$ cat src/rtl/mac_seq_ctrl.sv
// Sequencer for a 4-lane MAC: streams LEN chunks into the MAC, feeds the running sum
// back as psum, and returns the final sum through an output valid/ready handshake.
module mac_seq_ctrl #(
    parameter int unsigned bw      = 4,
    parameter int unsigned psum_bw = 16,
    parameter int unsigned cnt_bw  = 8
) (
    input  logic                clk,
    input  logic                reset,
    input  logic                start,
    input  logic [cnt_bw-1:0]   len,
    input  logic                in_valid,
    output logic                in_ready,
    input  logic [4*bw-1:0]     in_x,
    input  logic [4*bw-1:0]     in_w,
    output logic [4*bw-1:0]     mac_x,
    output logic [4*bw-1:0]     mac_w,
    output logic [psum_bw-1:0]  mac_psum,
    input  logic [psum_bw-1:0]  mac_out,
    output logic                out_valid,
    input  logic                out_ready,
    output logic [psum_bw-1:0]  out_data,
    output logic                busy
);

    typedef enum logic [1:0] {
        IDLE,
        RUN,
        DRAIN,
        DONE
    } state_t;

    state_t              state;
    state_t              state_nxt;
    logic [psum_bw-1:0]  acc;
    logic [cnt_bw-1:0]   cnt;
    logic [cnt_bw-1:0]   cnt_inc;
    logic [cnt_bw-1:0]   len_q;
    logic                stage_v;
    logic                accept;

    assign accept    = (state == RUN) && in_valid;
    assign cnt_inc   = cnt + cnt_bw'(1);
    assign in_ready  = (state == RUN);
    assign out_valid = (state == DONE);
    assign busy      = (state != IDLE);
    assign out_data  = acc;
    assign mac_psum  = acc;

    always_comb begin
        state_nxt = state;
        case (state)
            IDLE: begin
                if (start) begin
                    state_nxt = (len != '0) ? RUN : DONE;
                end
            end
            RUN: begin
                if (accept && (cnt_inc == len_q)) begin
                    state_nxt = DRAIN;
                end
            end
            DRAIN: state_nxt = DONE;
            DONE: begin
                if (out_ready) begin
                    state_nxt = IDLE;
                end
            end
            default: state_nxt = IDLE;
        endcase
    end

    always_ff @(posedge clk) begin
        if (reset) begin
            state   <= IDLE;
            acc     <= '0;
            cnt     <= '0;
            len_q   <= '0;
            stage_v <= 1'b0;
            mac_x   <= '0;
            mac_w   <= '0;
        end else begin
            state   <= state_nxt;
            // stage_v marks the cycle in which mac_out reflects the chunk accepted last cycle
            stage_v <= accept;
            if (accept) begin
                mac_x <= in_x;
                mac_w <= in_w;
                cnt   <= cnt_inc;
            end
            if ((state == IDLE) && start) begin
                acc   <= '0;
                cnt   <= '0;
                len_q <= len;
            end else if (stage_v) begin
                acc <= mac_out;
            end
        end
    end

endmodule

$ cat config.mk
export PLATFORM = sky130hd
export DESIGN_NAME = mac_seq_ctrl
export DESIGN_NICKNAME = d
export VERILOG_FILES = /design/src/rtl/mac_seq_ctrl.sv
export SDC_FILE = /design/constraint.sdc
export NUM_CORES = 1
export LEC_CHECK = 0
export ABC_AREA = 1
export BUFFER_PORTS_ARGS = -buffer_cell sky130_fd_sc_hd__buf_2
export CORE_MARGIN = 4
export CORE_UTILIZATION = 35
export CTS_CLUSTER_SIZE = 12
export DETAILED_ROUTE_END_ITERATION = 8
export PLACE_DENSITY = 0.7
export SLEW_MARGIN = 5
export SYNTH_ARGS = -nofsm -noshare
export SYNTH_HDL_FRONTEND = slang
export SYNTH_SLANG_ARGS = --single-unit
$ cat constraint.sdc
create_clock -name clk -period 4.1 [get_ports clk]
set_input_delay 0.41 -clock clk [delete_from_list [all_inputs] [get_ports clk]]
set_output_delay 0.41 -clock clk [all_outputs]
set_load 0.05 [all_outputs]
-- Word-level counts from Yosys, hierarchy flattened
Cells that the tools add are included.
- flip-flop bits (word level): 67
- input port bits: 61
- output and inout bits: 67
- logic and storage cells: 28
- add/subtract/negate cells: 1
- eq/ne operators: 7
- multiplexer cells: 5
- reductions and logical operators: 8
- operators with widths (kind ; count):
    adder 8 x 1 -> 8 bit (second input constant) ; 1
    equality test 8 bit ; 1
    two-way mux 2 bit ; 4
    one-hot mux 2 bit (4 select lines) ; 1
    nonzero test 8 bit ; 1
    equality test 2 bit (second input constant) ; 2
    != test 2 x 1 -> 1 bit (second input constant) ; 2
    logical AND 1 bit ; 3
    AND reduction 3 bit ; 1
    equality test 2 x 1 -> 1 bit (second input constant) ; 1
    zero test 2 bit ; 1
    != test 2 bit (second input constant) ; 1
    nonzero test 2 bit ; 1
    OR reduction 2 bit ; 1

-- Logic depth before layout (Yosys ltp)
Gate-level depths: netlist of run 1.
- word-level depth: 5
- mapped depth: 14
- gate-level depth less buffers: 14

-- Least setup slack after synthesis of run 1
Ideal clock, no wire load.
- path type: flip-flop to flip-flop
- from: register state[1]
- to: register state[0]
- data arrival time: 1882 ps
- required time: 3985 ps
- setup slack: 2103 ps
- cell stages (with the launch flop): 14
- clock period less this slack: 1997 ps
- path through: dfxtp_1 -> inv_1 -> ha_1 -> nand2_1 -> clkinv_1 -> o21ai_0 -> nor2_1 -> nand3_1 -> nor2_1 -> nand3_1 -> nand2_2 -> nand3_1 -> nand2_1 -> nor2_1
- longest elaborated chain between the ends: 5
- elaborated cells between the ends (all ways): 11
- classes of those cells: eq/ne: 6; mux: 1; reduce/logical: 4
- RTL lines (item ; line ; RTL):
    from (decl) ; 33 ; state_t state;
    from (signal assigned) ; 83 ; state <= state_nxt;
    equality test 2 x 1 -> 1 bit * ; n/a ;
    net in_ready ; 13 ; output logic in_ready,
    logical AND 1 bit ; 42 ; assign accept = (state == RUN) && in_valid;
    logical AND 1 bit ; 59 ; if (accept && (cnt_inc == len_q)) begin
    != test 2 x 1 -> 1 bit (no source line) ; n/a ;
    AND reduction 3 bit (no source line) ; n/a ;
Mark *: on every way through the listed nets, which the timed path passes. The rest lies on a longest branch.
A chain may end at the register's enable or synchronous reset.

-- Worst setup path in the final report of run 1
- from: register state[1]
- to: register state[1]
- longest elaborated chain between the ends: 5
- elaborated cells between the ends (all ways): 11
- classes of those cells: eq/ne: 6; mux: 1; reduce/logical: 4
- RTL lines (item ; line):
    equality test 2 x 1 -> 1 bit ; 42, 52
    logical AND 1 bit ; 42
    logical AND 1 bit ; 59
    != test 2 x 1 -> 1 bit (no source line) ; n/a
    AND reduction 3 bit (no source line) ; n/a
Parallel ways exist; a longest one is shown, timed or not.

==> results of run 1 <==
-- through the flow --
step	worst slack [ns]	util, %	instance area [µm²]
finish	1.58	46.0	3610
global route	1.25	46.0	3610
CTS	1.55	46.0	3610
detailed placement	1.56	44.0	3450
global placement	1.70	44.0	3450
floorplan	2.10	-	2860
-- power by group through the flow --
stage | sequential (mW) | clock (mW) | combinational, mW
floorplan | 1.14 | 0 | 0.462
global placement | 0.875 | 0 | 0.919
finish | 0.864 | 0.459 | 0.933
global route | 0.882 | 0.503 | 1.02
detailed placement | 0.877 | 0 | 0.939
CTS | 0.864 | 0.480 | 0.939
-- logic make-up (layout without fill, tap and decap cells) --
kind of cell / count (synthesis) / count (layout) / synth area share, %
and+or+nand+nor: 171 / 171 / 24.2
DFF: 67 / 67 / 46.9
buffers and inverters: 68 / 179 / 11.1
AOI/OAI and AO/OA: 84 / 84 / 15.1
adders and majority gates: 6 / 6 / 2.63
-- Yosys cell counts, drive strengths merged --
| library cell | n | share of area, % |
|---|---|---|
| a21oi | 31 | 5.4 |
| a31oi | 1 | 0.22 |
| buf | 16 | 4.2 |
| clkbuf | 17 | 2.3 |
| clkinv | 1 | 0.13 |
| dfxtp | 67 | 47 |
| ha | 6 | 2.6 |
| inv | 34 | 4.5 |
| nand2 | 65 | 8.7 |
| nand3 | 23 | 4.0 |
| nor2 | 81 | 11 |
| nor4 | 2 | 0.44 |
| o211ai | 3 | 0.79 |
| o21ai | 47 | 8.2 |
| o21bai | 1 | 0.26 |
| o22ai | 1 | 0.22 |
-- sequential cells by signal, summed over array words and instances, names as in the netlist --
name and count:
mac_psum 16, state 2, len_q 8, stage_v 1, mac_w 16, mac_x 16
cnt 8
-- per-layer routing --
layer | wire [µm] | vias up | GRT usage, %
met2 | 3550 | 107 | 26.7
met5 | 0 | - | 0
li1 | - | 1468 | -
met4 | 94 | 0 | 4.52
met3 | 694 | 9 | 6.07
met1 | 3020 | 1286 | 17.6
-- cell type report --
| cell class | instances | area (µm²) |
|---|---|---|
| clock buffer | 12 | 145 |
| tap | 102 | 128 |
| clock inverter | 3 | 15.0 |
| multi-input combinational | 261 | 1200 |
| fill | 827 | 4240 |
| sequential | 67 | 1340 |
| inverter | 35 | 131 |
| timing repair buffer | 129 | 651 |
-- worst min path at each step --
stage	from	end	slack, ns
after detailed placement	mac_psum[1]$_SDFFE_PP0P_	mac_psum[1]$_SDFFE_PP0P_	0.47
final	reset	stage_v$_SDFF_PP0_	0.29
after global placement	mac_psum[5]$_SDFFE_PP0P_	mac_psum[5]$_SDFFE_PP0P_	0.46
after global routing	reset	stage_v$_SDFF_PP0_	0.29
after floorplan	len_q[0]$_SDFFE_PP0P_	len_q[0]$_SDFFE_PP0P_	0.44
after CTS	reset	stage_v$_SDFF_PP0_	0.26
==> impl_metrics.csv, run 1 <==
group,metric,value,unit
critical_path,worstPathMaxFanout,40,
floorplanning,core.rowCount,32,
detailed_routing,post_drt_wl_per_cell,12.1,µm
clock_network,htree_levels,3,
clock_network,clock_latency,0.33,ns
clock_network,clk_pin_slew_worst_paths,0.07,ns
global_route,grt_use_total,15.4,%
critical_path,cp-startpoint,"state[1]$_SDFFE_PP0P_",
floorplanning,die_area,0.00968,mm²
sta,tightestPinTransition,1.02,ns
final_layout,syn2layout_area_growth,26.3,%
clock_network,cts_sinks,67,
worst_hold_path,min_path_type,"input port to flip-flop",
synthesis,syn_nets,463,
place,gp_congestion,0.839,
clock_network,hold_buffers,0,
critical_path,crit_top_cell,"nor2_1",
global_route,grt_pass1_wl,12400,µm
place,dp_hpwl,5530,µm
critical_path,r2r_cells,13,
sta,max_freq,397,MHz
power,switching_power,1.01,mW
synthesis,yosys_warnings,0,
floorplanning,die_height,98.4,µm
clock_network,cts_root_buf,"clkbuf_8",
critical_path,required,4.32,ns
final_layout,fin_cells,609,
synthesis,netlist_area,0.00286,mm²
power,seqPwrFrac,38.3,%
detailed_routing,vias_per_cell,4.71,
power,p_sw_share,44.6,%
clock_network,cts_tree,"built",
power,pwr-share-clk,20.3,%
floorplanning,io_pins,128,
floorplanning,die_x,98.4,µm
final_layout,final_common_cell,"buf_2",
global_route,grt_max_degree,43,
final_layout,finish.net_count,570,
critical_path,worst_path_max_delay_cell,"clkinv_1",
synthesis,syn_avg_cell_area,7.22,µm²
critical_path,rrSetupSlack,1.58,ns
critical_path,slowest_delay,0.51,ns
detailed_routing,wirelength,7370,µm
sta,report.final.slew_viol_count,0,
critical_path,r2r-end,"state[1]$_SDFFE_PP0P_",
synthesis,synth_seq_cells,67,
critical_path,cp_top_family,"buffers and inverters",
floorplanning,core_area,0.00785,mm²
sta,finalClockSkew,0.00430,ns
detailed_routing,ant_nets,0,
power,p_leak,1.75,nW
sta,fin_crit_sh,61.5,%
floorplanning,initial_utilization,36.4,%
critical_path,worstSetupPathType,"flip-flop to flip-flop",
sta,setup_viol,0,
sta,slew_headroom,31.8,%
worst_hold_path,holdPathStages,2,
final_layout,n_antenna_cell,0,
power,ir_drop,0.000328,V
critical_path,cp.depth,13,
global_route,grt_pass1_vias,2795,
power,powerDensity,625,mW/mm²
place,numPlacedInstances,594,
detailed_routing,vias,2870,
detailed_routing,firstDrtPassIters,4,
critical_path,start_kind,"flip-flop",
critical_path,crit_path_end,"state[1]$_SDFFE_PP0P_",
clock_network,cts_buffers,9,
sta,whs,0.292,ns
power,finalPower,2.26,mW
sta,rsz0062_at_grt,"no",
critical_path,r2r-start,"state[1]$_SDFFE_PP0P_",
sta,final.min_clock_period,2.52,ns
critical_path,crit_path_end_kind,"flip-flop",
clock_network,clk_path_buf_depth,2,
place,portBuffers,127,
global_route,overflow,0,
sta,hold_violations,0,
critical_path,crit_buf_inv,3,
synthesis,synth_cells,396,
final_layout,layout_common_cells,"127 x buf_2, 78 x nor2_1, 67 x dfxtp_1",
power,p_int,1.25,mW
final_layout,layout-drive-gt1-share,29.2,%
clock_network,cts_setup_buffers,0,
critical_path,critPathArrivalTime,2.74,ns
synthesis,ys_seq_area_share,46.9,%
synthesis,synth_cell_types,21,
run,maxCapViolCount,0,
detailed_routing,drc_errors,0,
detailed_routing,drt_iter0_drc,106,
power,comb_power_share,41.4,%
critical_path,crit_chain,"inv_1, ha_1, nand2_1, buf_4, clkinv_1, o21ai_0, nor2_1, nand3_1, nor2_1, nand3_1, nand2_2, a21oi_1, nor2_1",
global_route,grt_antenna_before_repair,0,
sta,fin_setup_tns,0,ns
outcome,status,"complete, no violations",
clock_network,cts.repair.resized,0,
No activity file was read; power rests on OpenSTA's default activity.
==> inputs of run 2 (changes only) <==
==> constraint.sdc (replaced) <==
create_clock -name clk -period 2.6 [get_ports clk]
set_input_delay 0.26 -clock clk [delete_from_list [all_inputs] [get_ports clk]]
set_output_delay 0.26 -clock clk [all_outputs]
set_load 0.05 [all_outputs]
==> run 2 against run 1 <==
Compared with the run above: critical path depth decreased by 2; clock-buffer cell count increased by 1; core utilization increased by 0.62 points; sequential power increased by 57%; highest routed layer unchanged.
==> impl_metrics.csv, run 2 (synthesis gave the netlist of run 1 again) <==
group,metric,value,unit
clock_network,cts.repair.resized,0,
clock_network,cts_sinks,67,
final_layout,final_util,46.7,%
critical_path,r2r-start,"state[0]$_SDFFE_PP0P_",
critical_path,crit_path_end_kind,"flip-flop",
worst_hold_path,holdPathStages,2,
detailed_routing,wirelength,7350,µm
run,maxCapViolCount,0,
worst_hold_path,whs_endpoint,"stage_v$_SDFF_PP0_",
detailed_routing,post_drt_wl_per_cell,12.0,µm
global_route,grt_pass1_wl,12100,µm
global_route,grt_antenna_before_repair,0,
critical_path,r2r_cells,11,
final_layout,syn2layout_area_growth,28.1,%
critical_path,start_kind,"flip-flop",
sta,tightestPinTransition,1.09,ns
final_layout,final_common_cell,"buf_2",
detailed_routing,vias_per_cell,4.73,
power,p_leak,1.78,nW
final_layout,layout_common_cells,"127 x buf_2, 78 x nor2_1, 67 x dfxtp_1",
floorplanning,initial_utilization,36.4,%
sta,report.final.slew_viol_count,0,
sta,final.min_clock_period,1.72,ns
place,gp_congestion,0.898,
clock_network,cts_setup_buffers,0,
floorplanning,die_x,98.4,µm
place,dp_hpwl,5340,µm
power,ir_drop,0.000451,V
critical_path,worstSetupPathType,"flip-flop to flip-flop",
clock_network,clk_pin_slew_worst_paths,0.07,ns
critical_path,critPathArrivalTime,2.00,ns
critical_path,required,2.88,ns
clock_network,clock_latency,0.34,ns
place,portBuffers,127,
detailed_routing,ant_nets,0,
floorplanning,core.rowCount,32,
final_layout,fin_area,0.00366,mm²
sta,rsz0062_at_grt,"no",
worst_hold_path,min_path_type,"input port to flip-flop",
clock_network,htree_levels,3,
detailed_routing,drt_iter0_drc,110,
power,powerDensity,1010,mW/mm²
sta,max_freq,581,MHz
sta,worst_slack,0.880,ns
clock_network,cts_buffers,9,
outcome,status,"complete, no violations",
floorplanning,die_area,0.00968,mm²
clock_network,clk_path_buf_depth,2,
critical_path,r2r-end,"cnt[6]$_SDFFE_PP0P_",
critical_path,rrSetupSlack,0.88,ns
global_route,grt_pass1_vias,2738,
place,place_area,0.00347,mm²
clock_network,cts_tree,"built",
floorplanning,die_height,98.4,µm
final_layout,finish.net_count,572,
floorplanning,core_area,0.00785,mm²
sta,hold_violations,0,
place,pre_cts_ws,0.870,ns
global_route,overflow,0,
sta,slew_headroom,27.1,%
global_route,grt_use_total,15.3,%
detailed_routing,vias,2887,
sta,fin_setup_tns,0,ns
critical_path,worstPathMaxFanout,18,
sta,finalClockSkew,0.00617,ns
floorplanning,io_pins,128,
power,finalPower,3.70,mW
detailed_routing,drc_errors,0,
clock_network,cts_root_buf,"clkbuf_8",
global_route,grt_max_degree,43,
sta,setup_viol,0,
sta,fin_crit_sh,66.2,%
final_layout,n_antenna_cell,0,
worst_hold_path,min_from,"reset",
clock_network,hold_buffers,0,
final_layout,layout-drive-gt1-share,29.5,%
detailed_routing,firstDrtPassIters,4,
run 2: cell types whose count changed in the layout (fill, tap and decap cells not counted), sizes merged:
cell and delta:
clkinv -2, buf +2, clkbuf +1, bufinv +1
run 2: worst max-delay path by stage:
stage                               start                     to  slack [ns]
finish              state[0]$_SDFFE_PP0P_    cnt[6]$_SDFFE_PP0P_        0.88
global route        state[0]$_SDFFE_PP0P_    cnt[3]$_SDFFE_PP0P_        0.63
CTS                 state[0]$_SDFFE_PP0P_    cnt[3]$_SDFFE_PP0P_        0.86
detailed placement  state[0]$_SDFFE_PP0P_    cnt[3]$_SDFFE_PP0P_        0.87
global placement    state[0]$_SDFFE_PP0P_    cnt[6]$_SDFFE_PP0P_        0.90
floorplan           state[1]$_SDFFE_PP0P_  state[0]$_SDFFE_PP0P_        0.60
run 2: where the power goes:
group | switching, mW | internal, mW | total (mW)
Sequential | 0.129 | 1.23 | 1.36
Clock | 0.371 | 0.490 | 0.861
Combinational | 1.09 | 0.392 | 1.48
run 2: metal layers:
metal / global-route usage, % / vias to the layer above / wire (µm)
met5: 0 / - / 0
met4: 6.20 / 0 / 144
met3: 6.43 / 17 / 672
met2: 26.4 / 113 / 3570
met1: 16.4 / 1292 / 2960
li1: - / 1465 / -
run 2: area by class of cell:
class                   count  area [µm²]
flip-flops and latches     67        1340
clock buffers              13         159
inverters                  35         131
well taps                 102         128
fillers                   818        4190
repair buffers            131         666
multi-input cells         261        1200
clock inverters             2        35.0
run 2: worst max-delay path, stage by stage, from the launching register on:
cell and delay, ns:
dfxtp_1 0.38, inv_1 0.10, ha_1 0.21, nand2_1 0.06, buf_4 0.18, inv_1 0.07, nor2_1 0.08, buf_4 0.15
inv_2 0.13, a21oi_1 0.13, o21ai_0 0.09, inv_1 0.07
run 2: metrics by stage:
stage	hold WS, ns	cells
after global placement	0.455	596
after detailed placement	0.467	596
after floorplan	0.332	396
after CTS	0.119	611
after global routing	0.122	611
final	0.142	611
==> inputs of run 3 (changes only) <==
--- a/config.mk
+++ b/config.mk
@@ -11,7 +11,7 @@
 export CORE_UTILIZATION = 35
 export CTS_CLUSTER_SIZE = 12
 export DETAILED_ROUTE_END_ITERATION = 8
-export PLACE_DENSITY = 0.7
+export PLACE_DENSITY = 0.73
 export SLEW_MARGIN = 5
 export SYNTH_ARGS = -nofsm -noshare
 export SYNTH_HDL_FRONTEND = slang
==> constraint.sdc (replaced) <==
create_clock -name clk -period 1.4 [get_ports clk]
set_input_delay 0.14 -clock clk [delete_from_list [all_inputs] [get_ports clk]]
set_output_delay 0.14 -clock clk [all_outputs]
set_load 0.05 [all_outputs]
==> run 3 against run 2 <==
Compared with the run above: the flow now finishes with violations (negative setup slack); die area unchanged; wire length increased by 5.1%; clock skew is 0.00092 ns lower; core utilization grew 4.1 points; clock power up 84%; critical endpoint is now state[1]$_SDFFE_PP0P_; largest power group unchanged.
==> impl_metrics.csv, run 3 (synthesis gave the netlist of run 1 again) <==
group,metric,value,unit
worst_hold_path,min_path_type,"input port to flip-flop",
detailed_routing,drt_iter0_drc,82,
clock_network,cts_root_buf,"clkbuf_8",
detailed_routing,firstDrtPassIters,4,
critical_path,start_kind,"flip-flop",
global_route,grt_max_degree,40,
critical_path,crit_chain,"inv_2, ha_4, nand2_4, clkinv_4, o21ai_1, nor2_1, nand3_1, nor2_1, nand3_1, nand2_2, nand3_2, nand2_1, nor2_1",
place,dp_hpwl,5690,µm
outcome,failed_checks,"negative setup slack",
place,place_area,0.00365,mm²
power,powerDensity,1830,mW/mm²
global_route,grt_pass1_vias,2936,
floorplanning,initial_utilization,36.4,%
clock_network,cts_buffers,9,
sta,tightestPinTransition,0.456,ns
critical_path,required,1.62,ns
critical_path,worstPathMaxFanout,4,
final_layout,nFillCells,815,
sta,final.min_clock_period,1.59,ns
final_layout,syn2layout_area_growth,39.3,%
clock_network,cts_tree,"built",
clock_network,hold_buffers,0,
sta,finalClockSkew,0.00525,ns
detailed_routing,ant_nets,0,
final_layout,layout_common_cells,"125 x buf_2, 76 x nor2_1, 62 x dfxtp_1",
critical_path,worstSetupPathType,"flip-flop to flip-flop",
final_layout,final_common_cell,"buf_2",
power,p_leak,1.90,nW
sta,report.final.slew_viol_count,0,
critical_path,crit_top_cell,"nor2_1",
final_layout,layout-drive-gt1-share,37.1,%
place,portBuffers,127,
sta,max_freq,628,MHz
global_route,grt_pass1_wl,12800,µm
final_layout,final_util,50.7,%
detailed_routing,wirelength,7720,µm
detailed_routing,vias_per_cell,4.66,
sta,rsz0062_at_grt,"yes",
power,ir_drop,0.000865,V
worst_hold_path,holdPathStages,2,
global_route,grt_use_total,16.1,%
floorplanning,core_area,0.00785,mm²
critical_path,critPathArrivalTime,1.82,ns
global_route,overflow,0,
run,maxCapViolCount,0,
clock_network,clk_path_buf_depth,2,
clock_network,clock_latency,0.33,ns
sta,hold_violations,0,
clock_network,clk_pin_slew_worst_paths,0.07,ns
place,gp_congestion,0.883,
detailed_routing,post_drt_wl_per_cell,12.2,µm
clock_network,htree_levels,3,
critical_path,slowest_delay,0.32,ns
sta,setup_viol,3,
floorplanning,core.rowCount,32,
sta,worst_slack,-0.193,ns
floorplanning,io_pins,128,
power,finalPower,7.30,mW
floorplanning,die_x,98.4,µm
floorplanning,die_area,0.00968,mm²
critical_path,worst_path_max_delay_cell,"dfxtp_2",
global_route,grt_antenna_before_repair,0,
outcome,status,"finished, violations left",
detailed_routing,drc_errors,0,
floorplanning,die_height,98.4,µm
sta,whs,0.0343,ns
critical_path,crit_path_end_kind,"flip-flop",
final_layout,n_antenna_cell,0,
final_layout,fin_area,0.00398,mm²
sta,slew_headroom,69.6,%
final_layout,finish.net_count,595,
clock_network,cts_sinks,67,
critical_path,r2r_cells,13,
sta,fin_crit_sh,114,%
detailed_routing,vias,2959,
## run 3: cell count changes in the layout (fill, tap and decap cells not counted), sizes merged
cell | previous run | this run
buf | 131 | 154
clkbuf | 13 | 10
clkinv | 2 | 3
clkinvlp | 0 | 4
inv | 34 | 33
## run 3: per-stage QoR
step	std cells	setup WS [ns]	TNS, ns
3_3_place_gp	612	-0.170	-0.551
3_5_place_dp	612	-0.285	-0.997
4_1_cts	635	-0.175	-0.439
5_1_grt	635	-0.331	-2.36
6_report	635	-0.193	-0.501
2_1_floorplan	396	-0.110	-0.220
## run 3: path summary, 6_finish.rpt
kind	end	start	slack [ns]
hold / removal	stage_v$_SDFF_PP0_	reset	0.03
hold reg to reg	mac_psum[15]$_SDFFE_PP0P_	mac_psum[15]$_SDFFE_PP0P_	0.47
setup / recovery	state[1]$_SDFFE_PP0P_	state[1]$_SDFFE_PP0P_	-0.19
setup reg to reg	state[1]$_SDFFE_PP0P_	state[1]$_SDFFE_PP0P_	-0.19
## run 3: critical path: cells and delay by family, from the launching register on
kind	cells	cell delay [ns]
simple gates	9	0.79
flops	1	0.32
fa+ha+maj	1	0.16
buf+inv	2	0.15
compound gates	1	0.05
## run 3: layout make-up
type / count / area [µm²] / share of cell area (%)
Clock inverter: 6 / 66.3 / 1.67
Clock buffer: 10 / 128 / 3.20
Sequential cell: 67 / 1350 / 34.0
Tap cell: 102 / 128 / 3.20
Timing Repair Buffer: 154 / 880 / 22.1
Inverter: 35 / 140 / 3.52
Multi-Input combinational cell: 261 / 1290 / 32.4
## run 3: layer usage
metal  up-vias  track usage (%)  routed length [µm]  part of all wire [%]
met3        10             4.00                 528                   6.8
met1      1342             17.3                3100                    40
met2        88             29.6                3960                    51
li1       1519                -                   -                     -
met4         0             6.83                 128                   1.7
met5         -                0                   0                     0
## run 3: repair_timing
item	in CTS	in global routing
endpoints found under the setup margin	33	40
buffers inserted	7	0
pin swaps	15	2
endpoints found under the hold margin	0	0
resized for setup	17	7
## run 3: power by group
group | switching, mW | total (mW) | internal [mW]
sequential | 0.226 | 2.52 | 2.29
combinational | 2.19 | 3.21 | 1.02
clock | 0.757 | 1.58 | 0.823
